## src/rtl/inst_fetch_queue.sv

```systemverilog
// inst_fetch_queue
//   Prefetching instruction fetch stage. It owns the fetch address and issues
//   word reads to the instruction cache, with at most one read in flight.
//   Returned words are queued together with their addresses, and the control
//   unit pops them when it loads IR. A flush redirects fetch and empties the
//   queue. A read that is still in flight at the flush is discarded when its
//   ack arrives.
//
// Ports
//   clk, rst_n        clock, asynchronous active-low reset
//   mem_req/mem_addr  read request pulse and its word address (combinational)
//   mem_ack/mem_data  read completion pulse and its instruction word
//   inst_valid        queue not empty
//   inst/inst_addr    head instruction and its address
//   inst_take         pop the head (ignored while the queue is empty)
//   flush/flush_addr  redirect fetch to flush_addr, empty the queue
//   count             queue occupancy
//
// Read tracking (outstanding, discard)
//   state | meaning
//   IDLE  | (0,0) no read in flight
//   WAIT  | (1,0) read in flight, its data will be queued
//   DRAIN | (1,1) read in flight from before a flush, its data is dropped
module inst_fetch_queue #(
  parameter int          DEPTH      = 4,
  parameter logic [31:0] RESET_ADDR = 32'd0
) (
  input  logic                     clk,
  input  logic                     rst_n,
  output logic                     mem_req,
  output logic [31:0]              mem_addr,
  input  logic                     mem_ack,
  input  logic [31:0]              mem_data,
  output logic                     inst_valid,
  output logic [31:0]              inst,
  output logic [31:0]              inst_addr,
  input  logic                     inst_take,
  input  logic                     flush,
  input  logic [31:0]              flush_addr,
  output logic [$clog2(DEPTH):0]   count
);

  localparam int PW = $clog2(DEPTH);
  localparam int CW = PW + 1;
  localparam logic [CW:0] DEPTH_W = (CW+1)'(DEPTH);

  logic [31:0]   fetch_pc;
  logic [31:0]   req_addr;
  logic          outstanding;
  logic          discard;
  logic [31:0]   data_q [DEPTH];
  logic [31:0]   addr_q [DEPTH];
  logic [PW-1:0] rd_ptr;
  logic [PW-1:0] wr_ptr;
  logic [CW-1:0] count_q;

  logic          ack_live;
  logic          push;
  logic          pop;
  logic [CW:0]   occ;
  logic          issue;

  // An ack with nothing in flight is a protocol error and is ignored.
  assign ack_live = mem_ack && outstanding;
  assign push     = ack_live && !discard;
  assign pop      = inst_take && (count_q != '0);

  // The occupancy used for the issue decision counts the read in flight
  // (whether or not it lands this cycle) and credits a same-cycle pop. This
  // reserves a slot for every issued read, so a push never meets a full queue.
  assign occ = {1'b0, count_q} + {{CW{1'b0}}, outstanding} - {{CW{1'b0}}, pop};

  // DRAIN blocks issue even in the stale-ack cycle. The first post-flush read
  // goes out the cycle after that ack.
  assign issue = rst_n && !flush && !discard && (!outstanding || mem_ack)
                 && (occ < DEPTH_W);

  assign mem_req    = issue;
  assign mem_addr   = fetch_pc;
  assign count      = count_q;
  assign inst_valid = (count_q != '0);
  assign inst       = data_q[rd_ptr];
  assign inst_addr  = addr_q[rd_ptr];

  always_ff @(posedge clk or negedge rst_n) begin
    if (!rst_n) begin
      fetch_pc    <= RESET_ADDR;
      req_addr    <= '0;
      outstanding <= 1'b0;
      discard     <= 1'b0;
      rd_ptr      <= '0;
      wr_ptr      <= '0;
      count_q     <= '0;
      for (int i = 0; i < DEPTH; i++) begin
        data_q[i] <= '0;
        addr_q[i] <= '0;
      end
    end else if (flush) begin
      rd_ptr   <= '0;
      wr_ptr   <= '0;
      count_q  <= '0;
      fetch_pc <= flush_addr;
      // A read that is not acked this cycle must have its data dropped later.
      // A same-cycle ack is dropped here.
      outstanding <= outstanding && !mem_ack;
      discard     <= outstanding && !mem_ack;
    end else begin
      if (push) begin
        data_q[wr_ptr] <= mem_data;
        addr_q[wr_ptr] <= req_addr;
        wr_ptr         <= wr_ptr + 1'b1;
      end
      if (pop) begin
        rd_ptr <= rd_ptr + 1'b1;
      end
      count_q <= count_q + CW'(push) - CW'(pop);
      if (ack_live) begin
        outstanding <= 1'b0;
        discard     <= 1'b0;
      end
      // A reissue in the ack cycle overrides the clear above.
      if (issue) begin
        outstanding <= 1'b1;
        req_addr    <= fetch_pc;
        fetch_pc    <= fetch_pc + 32'd1;
      end
    end
  end

endmodule
```

## config.mk

```make
export PLATFORM = sky130hd
export DESIGN_NAME = inst_fetch_queue
export DESIGN_NICKNAME = d
export VERILOG_FILES = /design/src/rtl/inst_fetch_queue.sv
export SDC_FILE = /design/constraint.sdc
export NUM_CORES = 1
export LEC_CHECK = 0
export BUFFER_PORTS_ARGS = -buffer_cell sky130_fd_sc_hd__buf_2
export CAP_MARGIN = 20
export CORE_ASPECT_RATIO = 0.75
export CORE_MARGIN = 4
export CORE_UTILIZATION = 50
export CTS_CLUSTER_DIAMETER = 30
export CTS_CLUSTER_SIZE = 16
export DETAILED_ROUTE_END_ITERATION = 8
export PLACE_DENSITY = 0.71
export SYNTH_ARGS = -nofsm -noshare
export SYNTH_HDL_FRONTEND = slang
export SYNTH_SLANG_ARGS = --single-unit
```

## constraint.sdc

```tcl
create_clock -name clk -period 3.5 [get_ports clk]
set_input_delay 0.7 -clock clk [delete_from_list [all_inputs] [get_ports clk]]
set_output_delay 0.7 -clock clk [all_outputs]
set_load 0.1 [all_outputs]
```

==> results.md <==
* Reg-to-Reg End: mem_addr[4]
* Avg Cell Area, Syn at 14.1 um2
* Reg2Reg Launch Point: count[1]
* Root Driver: clkbuf_16
* Startpoint types: register
* Worst hold-check path type: primary input to asynchronous set/reset pin
* Max_slew headroom at roughly two fifths
* Routed WL at 34700 um
* Vias at 9451
* Core Region at 29100 um2
* CP endpoint kind: primary output
* Setup WS post-layout at -162 ps
* Finished Layout Cells at 1670
* Initial core utilization at 50.7%
* Max-capacitance violation count at 0
* EDFF count, synth at 0
* Final period util at 105%
* Nets at 1314
* Register bit count reported by yosys at 329
* Area Overhead vs Synth at 23.0%
* Final setup viols at 1
* Largest net degree at the start of global routing at approximately 150
* Hold Buf Count CTS at 0
* Worst Setup Path Type: register to primary output
* Crit Path Max Fanout at 3
* CTS Buf Count at between 50 and 60
* CP Data Arrival Time at 2960 ps
* Die height at 157 um
* GRT overflow at 0
* Status: complete, but fails checks
* Share of cells above drive strength 1 at 49.7%
* Fin. Hold Viols at 0
* Minimum clock period at 3660 ps
* Cells after Synth at around 1000
* Total GRT Usage at 22.3%
* Longest Clk Path Bufs at 3
* Asr flop ratio synth at 100%
* Port Buffers at 169
* Crit-path slowest cell: dfrtp_4
* Reg2reg path depth at 13
* P_leak at 8.99 nW
* Worst path top cell family by delay: simple AND/OR/NAND/NOR gates
* Buf/Inv on CP at 3
* Worst path max stage delay at 470 ps
* Placed cell areas at ~16000 um2
* Post-detail-place hpwl at 21400 um
* Syn Nets at 1129
* Final ANT Viol Nets at 0
* RSZ-0062 raised after global routing: yes
* Most used DFF post-synth: dfrtp_1
* Setup TNS at -162 ps
* Clk sinks at 329
* First-pass GRT wire length at 57000 um
* R2R Setup Slk at 200 ps
* Post-Place Cells at 1561
* Failing checks: negative setup slack
* Final instance area at 18200 um2
* FP Rows at 54
* Number of library cell types mapped by synthesis at 49
* Slew Viols, Final at 0
* Num ports at 170
* Drt initial violations at 581
* Width of the die at 206 um
* Synthesized area at 14800 um2
* Worst slew pin tran at between 800 and 900 ps
* Placer Congestion at about 0.80
* Drt wl/cell at 20.8 um
* Critical path, cell by cell: or3_4 -> and2_4 -> ha_4 -> inv_2 -> ha_4 -> and3b_2 -> o211a_1 -> o31ai_4 -> inv_2 -> buf_12
* YS warnings at 0
* Required @ worst endpoint at about 2800 ps
* Drt first pass iters at 4
* Vias per cell at 5.66
* Die ar. at 32400 um2
* Max Clock Skew at 25.7 ps
* Residual DRC at 0
* Clock slew at reported path FFs at around 50 ps
* Antenna violations before repair at 1
* Htree depth at 2
* Vias in the first global route at 10100
* Clock latency on the worst-skew pair at 570 ps
* CTS tree: done
* CP startpoint: count[1]
* Upper clock frequency limit at 273 MHz
* PwrDens at 903 nW/um2
* Register area share after synthesis at 55.7%
* Peak supply drop at 0.642 mV
-- cell type report --
type,instances,area (um2)
fill,2198,11000
antenna,1,2.50
multi-input combinational,640,6290
inverter,16,60.1
clock buffer,71,1560
clock inverter,31,364
tap,392,490
timing repair buffer,190,1150
sequential,329,8250
-- report_power, final --
part,internal (mW),total [mW],switching (mW)
registers,4.44,5.05,0.615
logic,1.50,5.89,4.39
clock network,3.59,5.47,1.88
-- worst reg2reg max path: cells and delay by family, from the launching register on --
kind | cells | cell delay (ps)
AND/OR/NAND/NOR | 4 | 1090
multiplexers | 1 | 390
AO/OA/AOI/OAI | 2 | 250
flip-flops | 1 | 470
buffers and inverters | 4 | 690
adder cells (fa/ha/maj) | 2 | 330
-- flip-flops by register name, indices dropped and copies added (netlist names) --
name,flops
rd_ptr,2
wr_ptr,2
addr_q,128
outstanding,1
data_q,128
discard,1
mem_addr,32
req_addr,32
count,3
-- worst max path at each step --
stage | end | slack [ps] | depth (start not counted)
after floorplan | mem_req | -120 | 11
final | mem_req | -160 | 10
after global routing | mem_req | -270 | 10
after CTS | mem_req | -300 | 10
after detailed placement | mem_addr[0] | -60 | 11
after global placement | mem_addr[28] | 0.7 | 11
-- metrics by stage --
stage	utilization (%)	power [mW]	hold slack, ps	setup slack [ps]
2_1_floorplan	-	9.77	404	-116
3_3_place_gp	55.5	10.9	481	0.681
3_5_place_dp	55.5	11.0	487	-64.7
4_1_cts	62.3	16.6	16.3	-299
5_1_grt	62.4	17.1	22.1	-265
6_report	62.4	16.4	22.3	-162
-- timing repair --
| item | in CTS | in global routing |
|---|---|---|
| hold endpoints to repair | 0 | 0 |
| gates resized for setup | 7 | 1 |
| pin swaps | 6 | 6 |
| setup endpoints to repair | 15 | 7 |
| setup buffers | 5 | 0 |
-- placed cells by master, fill, tap and decap left out, types with 13 or more instances in the layout --
cell / count
nand2_1: 115
nand3_1: 28
a21oi_1: 14
o21ai_0: 16
clkbuf_16: 57
mux4_2: 64
dfrtp_1: 324
mux2_2: 258
nand4_1: 14
buf_2: 168
a221o_1: 13
-- routing by layer --
layer	part of all wire (%)	GRT usage [%]	wire [um]	vias up
li1	-	-	-	4236
met1	46	32.7	15900	4932
met2	47	34.5	16300	251
met3	5.8	4.87	2020	32
met4	1.3	5.32	451	0
met5	0	0	0	-
-- logic make-up (layout without fill, tap and decap cells) --
kind of cell | count (synthesis) | count (layout) | share of synthesized area [%]
other | 0 | 1 | 0
flip-flops | 329 | 329 | 55.7
XOR/XNOR | 5 | 5 | 0.297
adder cells (fa/ha/maj) | 11 | 11 | 0.983
AND/OR/NAND/NOR | 230 | 230 | 7.66
buffers and inverters | 80 | 308 | 2.28
AO/OA/AOI/OAI | 66 | 66 | 3.22
multiplexers | 328 | 328 | 29.8
-- synth_stat cells, types with 2 or more instances --
cell | number | area [um2]
dfrtp_1 | 329 | 8230
mux2_2 | 258 | 2910
nand2_1 | 119 | 447
mux4_2 | 64 | 1440
clkbuf_1 | 38 | 143
nand3_1 | 28 | 140
buf_2 | 17 | 85.1
o21ai_0 | 16 | 80.1
a21oi_1 | 14 | 70.1
nand4_1 | 14 | 87.6
a221o_1 | 13 | 130
inv_1 | 13 | 48.8
nor2_1 | 13 | 48.8
or3_1 | 12 | 75.1
ha_1 | 10 | 125
and2_1 | 7 | 43.8
and3_1 | 7 | 43.8
a21o_1 | 6 | 45.0
mux2i_1 | 6 | 60.1
buf_1 | 5 | 18.8
or4_1 | 5 | 37.5
and4_1 | 4 | 35.0
buf_4 | 4 | 30.0
nor3_1 | 4 | 20.0
nor4_1 | 3 | 18.8
o31ai_1 | 3 | 22.5
o41ai_1 | 3 | 26.3
or2_2 | 3 | 18.8
xnor2_1 | 3 | 26.3
a211o_1 | 2 | 17.5
a32o_1 | 2 | 20.0
a32oi_1 | 2 | 17.5
inv_2 | 2 | 7.51
nand3_2 | 2 | 20.0
nor2b_1 | 2 | 12.5
o211ai_1 | 2 | 15.0
xor2_1 | 2 | 17.5
(Power assumes the default switching activity.)
